--- config.mk ---
export PLATFORM = sky130hd
export DESIGN_NAME = cdb_arbiter_flat
export DESIGN_NICKNAME = d
export VERILOG_FILES = /design/src/rtl/cdb_arbiter_if.sv /design/src/rtl/cdb_arbiter.sv /design/src/flat_wrapper.sv
export SDC_FILE = /design/constraint.sdc
export NUM_CORES = 1
export LEC_CHECK = 0
export CORE_MARGIN = 2
export CORE_UTILIZATION = 40
export DETAILED_ROUTE_END_ITERATION = 8
export DONT_BUFFER_PORTS = 1
export HOLD_SLACK_MARGIN = 0.03
export SYNTH_ARGS = -nofsm -noshare
export SYNTH_HDL_FRONTEND = slang
export SYNTH_SLANG_ARGS = --single-unit
--- constraint.sdc ---
create_clock -name clk_in -period 5.4 [get_ports clk_in]
set_clock_uncertainty 0.1 [all_clocks]
set_input_delay 1.08 -clock clk_in [delete_from_list [all_inputs] [get_ports clk_in]]
set_output_delay 1.08 -clock clk_in [all_outputs]
set_load 0.005 [all_outputs]
--- src/rtl/cdb_arbiter_if.sv ---
// CDB arbiter bus: three execution-unit result channels in, one registered
// common-data-bus broadcast out.
interface cdb_arbiter_if #(
    parameter int ROB_WIDTH_BIT = 5
);
    logic                     alu_valid;
    logic [ROB_WIDTH_BIT-1:0] alu_rob_id;
    logic [31:0]              alu_val;
    logic                     alu_ready;

    logic                     lsb_valid;
    logic [ROB_WIDTH_BIT-1:0] lsb_rob_id;
    logic [31:0]              lsb_val;
    logic                     lsb_ready;

    logic                     br_valid;
    logic [ROB_WIDTH_BIT-1:0] br_rob_id;
    logic [31:0]              br_val;
    logic                     br_ready;

    logic                     cdb_valid;
    logic [ROB_WIDTH_BIT-1:0] cdb_rob_id;
    logic [31:0]              cdb_val;
    logic [1:0]               cdb_src;

    // Execution units and ROB side
    modport master (
        output alu_valid, alu_rob_id, alu_val,
        output lsb_valid, lsb_rob_id, lsb_val,
        output br_valid, br_rob_id, br_val,
        input  alu_ready, lsb_ready, br_ready,
        input  cdb_valid, cdb_rob_id, cdb_val, cdb_src
    );

    // Arbiter side
    modport slave (
        input  alu_valid, alu_rob_id, alu_val,
        input  lsb_valid, lsb_rob_id, lsb_val,
        input  br_valid, br_rob_id, br_val,
        output alu_ready, lsb_ready, br_ready,
        output cdb_valid, cdb_rob_id, cdb_val, cdb_src
    );
endinterface

--- src/rtl/cdb_arbiter.sv ---
// Common data bus writeback arbiter. Each source (0 ALU, 1 LSB, 2 BR) owns a
// small FIFO; a round-robin scheduler drains at most one result per cycle onto
// a registered broadcast. A ROB clear flushes every buffered result.
module cdb_arbiter #(
    parameter int ROB_WIDTH_BIT  = 5,
    parameter int FIFO_DEPTH_BIT = 1
) (
    input  logic          clk_in,
    input  logic          rst_in,
    input  logic          rdy_in,
    input  logic          clear_in,
    cdb_arbiter_if.slave  bus
);
    localparam int NSRC  = 3;
    localparam int DEPTH = 1 << FIFO_DEPTH_BIT;
    localparam logic [FIFO_DEPTH_BIT:0] FULL_CNT = {1'b1, {FIFO_DEPTH_BIT{1'b0}}};

    typedef logic [ROB_WIDTH_BIT-1:0]  id_t;
    typedef logic [FIFO_DEPTH_BIT-1:0] ptr_t;
    typedef logic [FIFO_DEPTH_BIT:0]   cnt_t;

    logic        in_valid [NSRC];
    id_t         in_id    [NSRC];
    logic [31:0] in_val   [NSRC];
    logic        src_ready[NSRC];
    logic        push     [NSRC];
    logic        pop      [NSRC];

    id_t         mem_id   [NSRC][DEPTH];
    logic [31:0] mem_val  [NSRC][DEPTH];
    ptr_t        head     [NSRC];
    ptr_t        tail     [NSRC];
    cnt_t        count    [NSRC];
    id_t         head_id  [NSRC];
    logic [31:0] head_val [NSRC];
    logic [2:0]  not_empty;

    logic [1:0]  rr_last;
    logic [1:0]  cand0, cand1, cand2;
    logic        gnt_vld;
    logic [1:0]  gnt_idx;
    id_t         gnt_id;
    logic [31:0] gnt_val;
    logic        advance;

    logic        cdb_valid_q;
    id_t         cdb_rob_id_q;
    logic [31:0] cdb_val_q;
    logic [1:0]  cdb_src_q;

    // Next index in the three-way rotation 0 -> 1 -> 2 -> 0.
    function automatic logic [1:0] rr_succ(input logic [1:0] idx);
        return (idx >= 2'd2) ? 2'd0 : idx + 2'd1;
    endfunction

    // Normal operation: clock enabled and no flush pending this edge.
    assign advance = rdy_in && !clear_in;

    // Gather the three source channels into indexable arrays.
    always_comb begin
        in_valid[0] = bus.alu_valid;
        in_id[0]    = bus.alu_rob_id;
        in_val[0]   = bus.alu_val;
        in_valid[1] = bus.lsb_valid;
        in_id[1]    = bus.lsb_rob_id;
        in_val[1]   = bus.lsb_val;
        in_valid[2] = bus.br_valid;
        in_id[2]    = bus.br_rob_id;
        in_val[2]   = bus.br_val;
    end

    // Ready looks only at occupancy, never at a same-cycle pop or at x_valid;
    // it is held low while reset is asserted.
    always_comb begin
        for (int s = 0; s < NSRC; s++) begin
            src_ready[s] = !rst_in && advance && (count[s] != FULL_CNT);
            push[s]      = in_valid[s] && src_ready[s];
            not_empty[s] = (count[s] != '0);
            head_id[s]   = mem_id[s][head[s]];
            head_val[s]  = mem_val[s][head[s]];
        end
    end

    assign bus.alu_ready = src_ready[0];
    assign bus.lsb_ready = src_ready[1];
    assign bus.br_ready  = src_ready[2];

    // Round-robin pick: start after the last winner, the last winner goes last.
    always_comb begin
        cand0   = rr_succ(rr_last);
        cand1   = rr_succ(cand0);
        cand2   = rr_last;
        gnt_vld = 1'b1;
        gnt_idx = cand0;
        if (not_empty[cand0]) begin
            gnt_idx = cand0;
        end else if (not_empty[cand1]) begin
            gnt_idx = cand1;
        end else if (not_empty[cand2]) begin
            gnt_idx = cand2;
        end else begin
            gnt_vld = 1'b0;
        end
        case (gnt_idx)
            2'd1:    begin gnt_id = head_id[1]; gnt_val = head_val[1]; end
            2'd2:    begin gnt_id = head_id[2]; gnt_val = head_val[2]; end
            default: begin gnt_id = head_id[0]; gnt_val = head_val[0]; end
        endcase
        pop[0] = advance && gnt_vld && (gnt_idx == 2'd0);
        pop[1] = advance && gnt_vld && (gnt_idx == 2'd1);
        pop[2] = advance && gnt_vld && (gnt_idx == 2'd2);
    end

    // FIFO storage: payload only, written at the tail on an accepted push.
    always_ff @(posedge clk_in) begin
        for (int s = 0; s < NSRC; s++) begin
            if (push[s]) begin
                mem_id[s][tail[s]]  <= in_id[s];
                mem_val[s][tail[s]] <= in_val[s];
            end
        end
    end

    // FIFO pointers, scheduler state and the registered CDB broadcast.
    always_ff @(posedge clk_in or posedge rst_in) begin
        if (rst_in) begin
            for (int s = 0; s < NSRC; s++) begin
                head[s]  <= '0;
                tail[s]  <= '0;
                count[s] <= '0;
            end
            rr_last      <= 2'd2;
            cdb_valid_q  <= 1'b0;
            cdb_rob_id_q <= '0;
            cdb_val_q    <= '0;
            cdb_src_q    <= 2'd0;
        end else if (rdy_in) begin
            if (clear_in) begin
                for (int s = 0; s < NSRC; s++) begin
                    head[s]  <= '0;
                    tail[s]  <= '0;
                    count[s] <= '0;
                end
                rr_last     <= 2'd2;
                cdb_valid_q <= 1'b0;
            end else begin
                for (int s = 0; s < NSRC; s++) begin
                    if (push[s]) tail[s] <= tail[s] + 1'b1;
                    if (pop[s])  head[s] <= head[s] + 1'b1;
                    if (push[s] && !pop[s]) begin
                        count[s] <= count[s] + 1'b1;
                    end else if (!push[s] && pop[s]) begin
                        count[s] <= count[s] - 1'b1;
                    end
                end
                cdb_valid_q <= gnt_vld;
                if (gnt_vld) begin
                    cdb_rob_id_q <= gnt_id;
                    cdb_val_q    <= gnt_val;
                    cdb_src_q    <= gnt_idx;
                    rr_last      <= gnt_idx;
                end
            end
        end
    end

    assign bus.cdb_valid  = cdb_valid_q;
    assign bus.cdb_rob_id = cdb_rob_id_q;
    assign bus.cdb_val    = cdb_val_q;
    assign bus.cdb_src    = cdb_src_q;

endmodule

--- src/flat_wrapper.sv ---
// flat-port wrapper written by rule: the top's interface ports become plain ports
module cdb_arbiter_flat 
#(
    parameter int ROB_WIDTH_BIT  = 5,
    parameter int FIFO_DEPTH_BIT = 1
)
  (clk_in, rst_in, rdy_in, clear_in, bus_alu_valid, bus_alu_rob_id, bus_alu_val, bus_lsb_valid, bus_lsb_rob_id, bus_lsb_val, bus_br_valid, bus_br_rob_id, bus_br_val, bus_alu_ready, bus_lsb_ready, bus_br_ready, bus_cdb_valid, bus_cdb_rob_id, bus_cdb_val, bus_cdb_src);
  cdb_arbiter_if #(.ROB_WIDTH_BIT(ROB_WIDTH_BIT)) bus_i ();
  input  logic clk_in;
  input  logic rst_in;
  input  logic rdy_in;
  input  logic clear_in;
  input wire logic [$bits(bus_i.alu_valid)-1:0] bus_alu_valid;
  input wire logic [$bits(bus_i.alu_rob_id)-1:0] bus_alu_rob_id;
  input wire logic [$bits(bus_i.alu_val)-1:0] bus_alu_val;
  input wire logic [$bits(bus_i.lsb_valid)-1:0] bus_lsb_valid;
  input wire logic [$bits(bus_i.lsb_rob_id)-1:0] bus_lsb_rob_id;
  input wire logic [$bits(bus_i.lsb_val)-1:0] bus_lsb_val;
  input wire logic [$bits(bus_i.br_valid)-1:0] bus_br_valid;
  input wire logic [$bits(bus_i.br_rob_id)-1:0] bus_br_rob_id;
  input wire logic [$bits(bus_i.br_val)-1:0] bus_br_val;
  output wire logic [$bits(bus_i.alu_ready)-1:0] bus_alu_ready;
  output wire logic [$bits(bus_i.lsb_ready)-1:0] bus_lsb_ready;
  output wire logic [$bits(bus_i.br_ready)-1:0] bus_br_ready;
  output wire logic [$bits(bus_i.cdb_valid)-1:0] bus_cdb_valid;
  output wire logic [$bits(bus_i.cdb_rob_id)-1:0] bus_cdb_rob_id;
  output wire logic [$bits(bus_i.cdb_val)-1:0] bus_cdb_val;
  output wire logic [$bits(bus_i.cdb_src)-1:0] bus_cdb_src;
  assign bus_i.alu_valid = bus_alu_valid;
  assign bus_i.alu_rob_id = bus_alu_rob_id;
  assign bus_i.alu_val = bus_alu_val;
  assign bus_i.lsb_valid = bus_lsb_valid;
  assign bus_i.lsb_rob_id = bus_lsb_rob_id;
  assign bus_i.lsb_val = bus_lsb_val;
  assign bus_i.br_valid = bus_br_valid;
  assign bus_i.br_rob_id = bus_br_rob_id;
  assign bus_i.br_val = bus_br_val;
  assign bus_alu_ready = bus_i.alu_ready;
  assign bus_lsb_ready = bus_i.lsb_ready;
  assign bus_br_ready = bus_i.br_ready;
  assign bus_cdb_valid = bus_i.cdb_valid;
  assign bus_cdb_rob_id = bus_i.cdb_rob_id;
  assign bus_cdb_val = bus_i.cdb_val;
  assign bus_cdb_src = bus_i.cdb_src;
  cdb_arbiter #(.ROB_WIDTH_BIT(ROB_WIDTH_BIT), .FIFO_DEPTH_BIT(FIFO_DEPTH_BIT)) u_core (.clk_in(clk_in), .rst_in(rst_in), .rdy_in(rdy_in), .clear_in(clear_in), .bus(bus_i));
endmodule
==> impl_metrics.ini <==
[cts]
cts_tree = yes
clock_latency_ns = 0.55
cts_buffer_depth = 3
cts-root-buf = clkbuf_16
clk_pin_slew_ns = 0.06
cts_max_level = 1
cts_hold_buf = 0
cts_inserted_buffers = 30
post_cts_buffers = 0
cts_num_sinks = 276
cts_resized = 0

[pwr]
p_per_area_mw_per_mm2 = 541.2
vdd_drop_max_mv = 0.3154
cellLeakagePower_uw = 0.004218

[sta]
worst_pin_slew_ns = 1.207
hold_viol = 0
max_freq_ghz = 0.2877
finalMaxSlewViolations = 0
finalCritPeriodShare = 0.6436
tns_ns = 0
maxSlewHeadroom = 0.1936
rsz0062_at_grt = no
setup_viol_count_final = 0
fin_crit_ns = 3.475

[placement]
dp.cells = 1017
gp_congestion = 0.7719
io_buffers = 0
hpwl_um = 15860

[worst_hold_path]
hold-path-cell-count = 1
hp-class = reg -> reg
min_to = u_core.bus.cdb_valid
min_from = u_core.bus.cdb_valid

[logic_synthesis]
ys_seq_elements = 276
synth_area_leaders = edfxtp_1, dfrtp_1, mux2_2
synth_nets = 838
yosys.area.top_type = edfxtp_1
syn_area_mm2 = 0.01104
synth_cells = 717
synth_cell_type_count = 44
ys_warn_count = 0
synth_commonest_cells = edfxtp_1, mux2_2, dfrtp_1
async_flop_share = 0.1957
synth_most_common_cell = edfxtp_1
synth_seq_area_share = 0.7266
synthFlopType = edfxtp_1
synth_area_per_cell_um2 = 15.39
synth_top_area_share = 0.6040
synth-edff-count = 222

[critical_path]
setup.worst_path.end_class = flop
cp-start-kind = flop
r2r_setup_slack_ns = 1.92
cp_max_fo = 38
required_ns = 5.74
arrival_ns = 3.81
r2r_cells = 9
r2r-end = u_core.count[2]
critPathKind = reg -> reg
r2r-start = u_core.count[2]

[routing]
route.detailed.drc = 0
drt-initial-drc-count = 276
dr.pass1.iters = 4
drt-wirelength-per-cell_um = 22.73
routed_wirelength_um = 24390
vias_per_cell = 5.383
num_vias = 5776
antenna_left = 0

[global_routing]
grt_pass1_vias = 6058
gr-total-overflow = 0
track_usage = 0.1681
grt_max_degree = 76
grt_pass1_wl_um = 36230
antenna_found_initial = 2

[die]
die-area_mm2 = 0.02894
core_area_mm2 = 0.02703
ioPinCount = 161
start_util = 0.4084
die_h_um = 170.1
die_w_um = 170.1
num_rows = 60

[layout]
final_cells = 1073
fill_cells = 2399
syn_to_final_growth_pct = 11.82
fin_nets = 829
drive_gt1_frac = 0.1872
diodes = 0

[outcome]
outcome = completed

[job]
maxCapViolCount = 0
[metrics by stage]
stage / total power [µW] / hold slack (ns) / util / area, µm² / setup WS (ns)
floorplan: 4215 / 0.3683 / - / 11040 / 1.639
global placement: 4703 / 0.3980 / 0.4203 / 11360 / 2.028
detailed placement: 4739 / 0.3998 / 0.4203 / 11360 / 1.941
CTS: 6762 / 0.4135 / 0.4567 / 12340 / 1.928
global route: 7052 / 0.4301 / 0.4567 / 12340 / 1.638
finish: 6680 / 0.4088 / 0.4567 / 12340 / 1.925
[worst max path at each step]
stage                          from                   to  slack (ns)
floorplan                  clear_in  u_core.mem_id[0][0]        1.64
global placement    u_core.count[2]      u_core.count[2]        2.03
detailed placement  u_core.count[2]      u_core.count[2]        1.94
CTS                 u_core.count[2]      u_core.count[2]        1.93
global route        u_core.count[2]      u_core.count[2]        1.64
finish              u_core.count[2]      u_core.count[2]        1.92
[routing by layer]
metal | GRT usage | vias up | wire length [µm] | part of all wire
met5 | 0 | - | 27 | 0.0011
met4 | 0.04311 | 4 | 478 | 0.020
met3 | 0.07395 | 36 | 2478 | 0.10
met2 | 0.2851 | 161 | 11790 | 0.48
met1 | 0.1952 | 2871 | 9616 | 0.39
li1 | - | 2704 | - | -
[flip-flops by register name, indices dropped and copies added (netlist names)]
register and count:
u_core.mem_val 192, u_core.bus.cdb_val 32, u_core.mem_id 30, u_core.count 6, u_core.bus.cdb_rob_id 5, u_core.head 3
u_core.tail 3, u_core.bus.cdb_src 2, u_core.cand2 2, u_core.bus.cdb_valid 1
[where the power goes]
| part | internal, µW | switching (µW) | leakage [µW] |
|---|---|---|---|
| clock network | 1210 | 805 | 0.000476 |
| registers | 2530 | 272 | 0.00269 |
| logic | 771 | 1100 | 0.00105 |
[worst max-delay path: stages, from the launching register on]
cell	delay, ns
dfrtp_1	0.53
nor4_4	0.12
o31ai_1	0.20
a21oi_1	0.09
a21oi_1	0.42
ha_2	0.89
a21boi_1	0.48
xnor2_1	0.19
o21ai_0	0.10
a22o_1	0.23
[final cells by class]
cell class	instances	area, µm²	share of cell area
well taps	341	426.7	0.03457
repair buffers	2	15.01	0.001217
clock inverters	10	111.4	0.009023
multi-input cells	390	2864	0.2321
inverters	8	30.03	0.002433
clock buffers	46	872.1	0.07066
flip-flops and latches	276	8023	0.6500
[kinds of logic (layout without fill, tap and decap cells)]
logic type	count (synthesis)	after routing	synth area share
xor gates and xnor gates	5	5	0.003968
adders and majority gates	3	3	0.003401
buffers and inverters	51	66	0.02029
muxes	113	113	0.1109
AOI/OAI and AO/OA	151	151	0.08741
DFF	276	276	0.7266
and+or+nand+nor	118	118	0.04750
[cells in the final DEF (no fill, tap or decap), drive strengths merged, types with 2 or more instances in the layout]
master	instances
edfxtp	222
mux2	74
dfrtp	53
nor2	51
nand2	46
clkbuf	46
a21oi	45
o21ai	45
a22o	41
mux2i	39
inv	10
xnor2	5
clkinv	5
and3	4
nand2b	4
o22ai	3
ha	3
a211oi	2
o31ai	2
nand3	2
and2	2
a21boi	2
a31oi	2
nand3b	2
bufinv	2
buf	2
o211ai	2
o311ai	2
(Power assumes the default switching activity.)
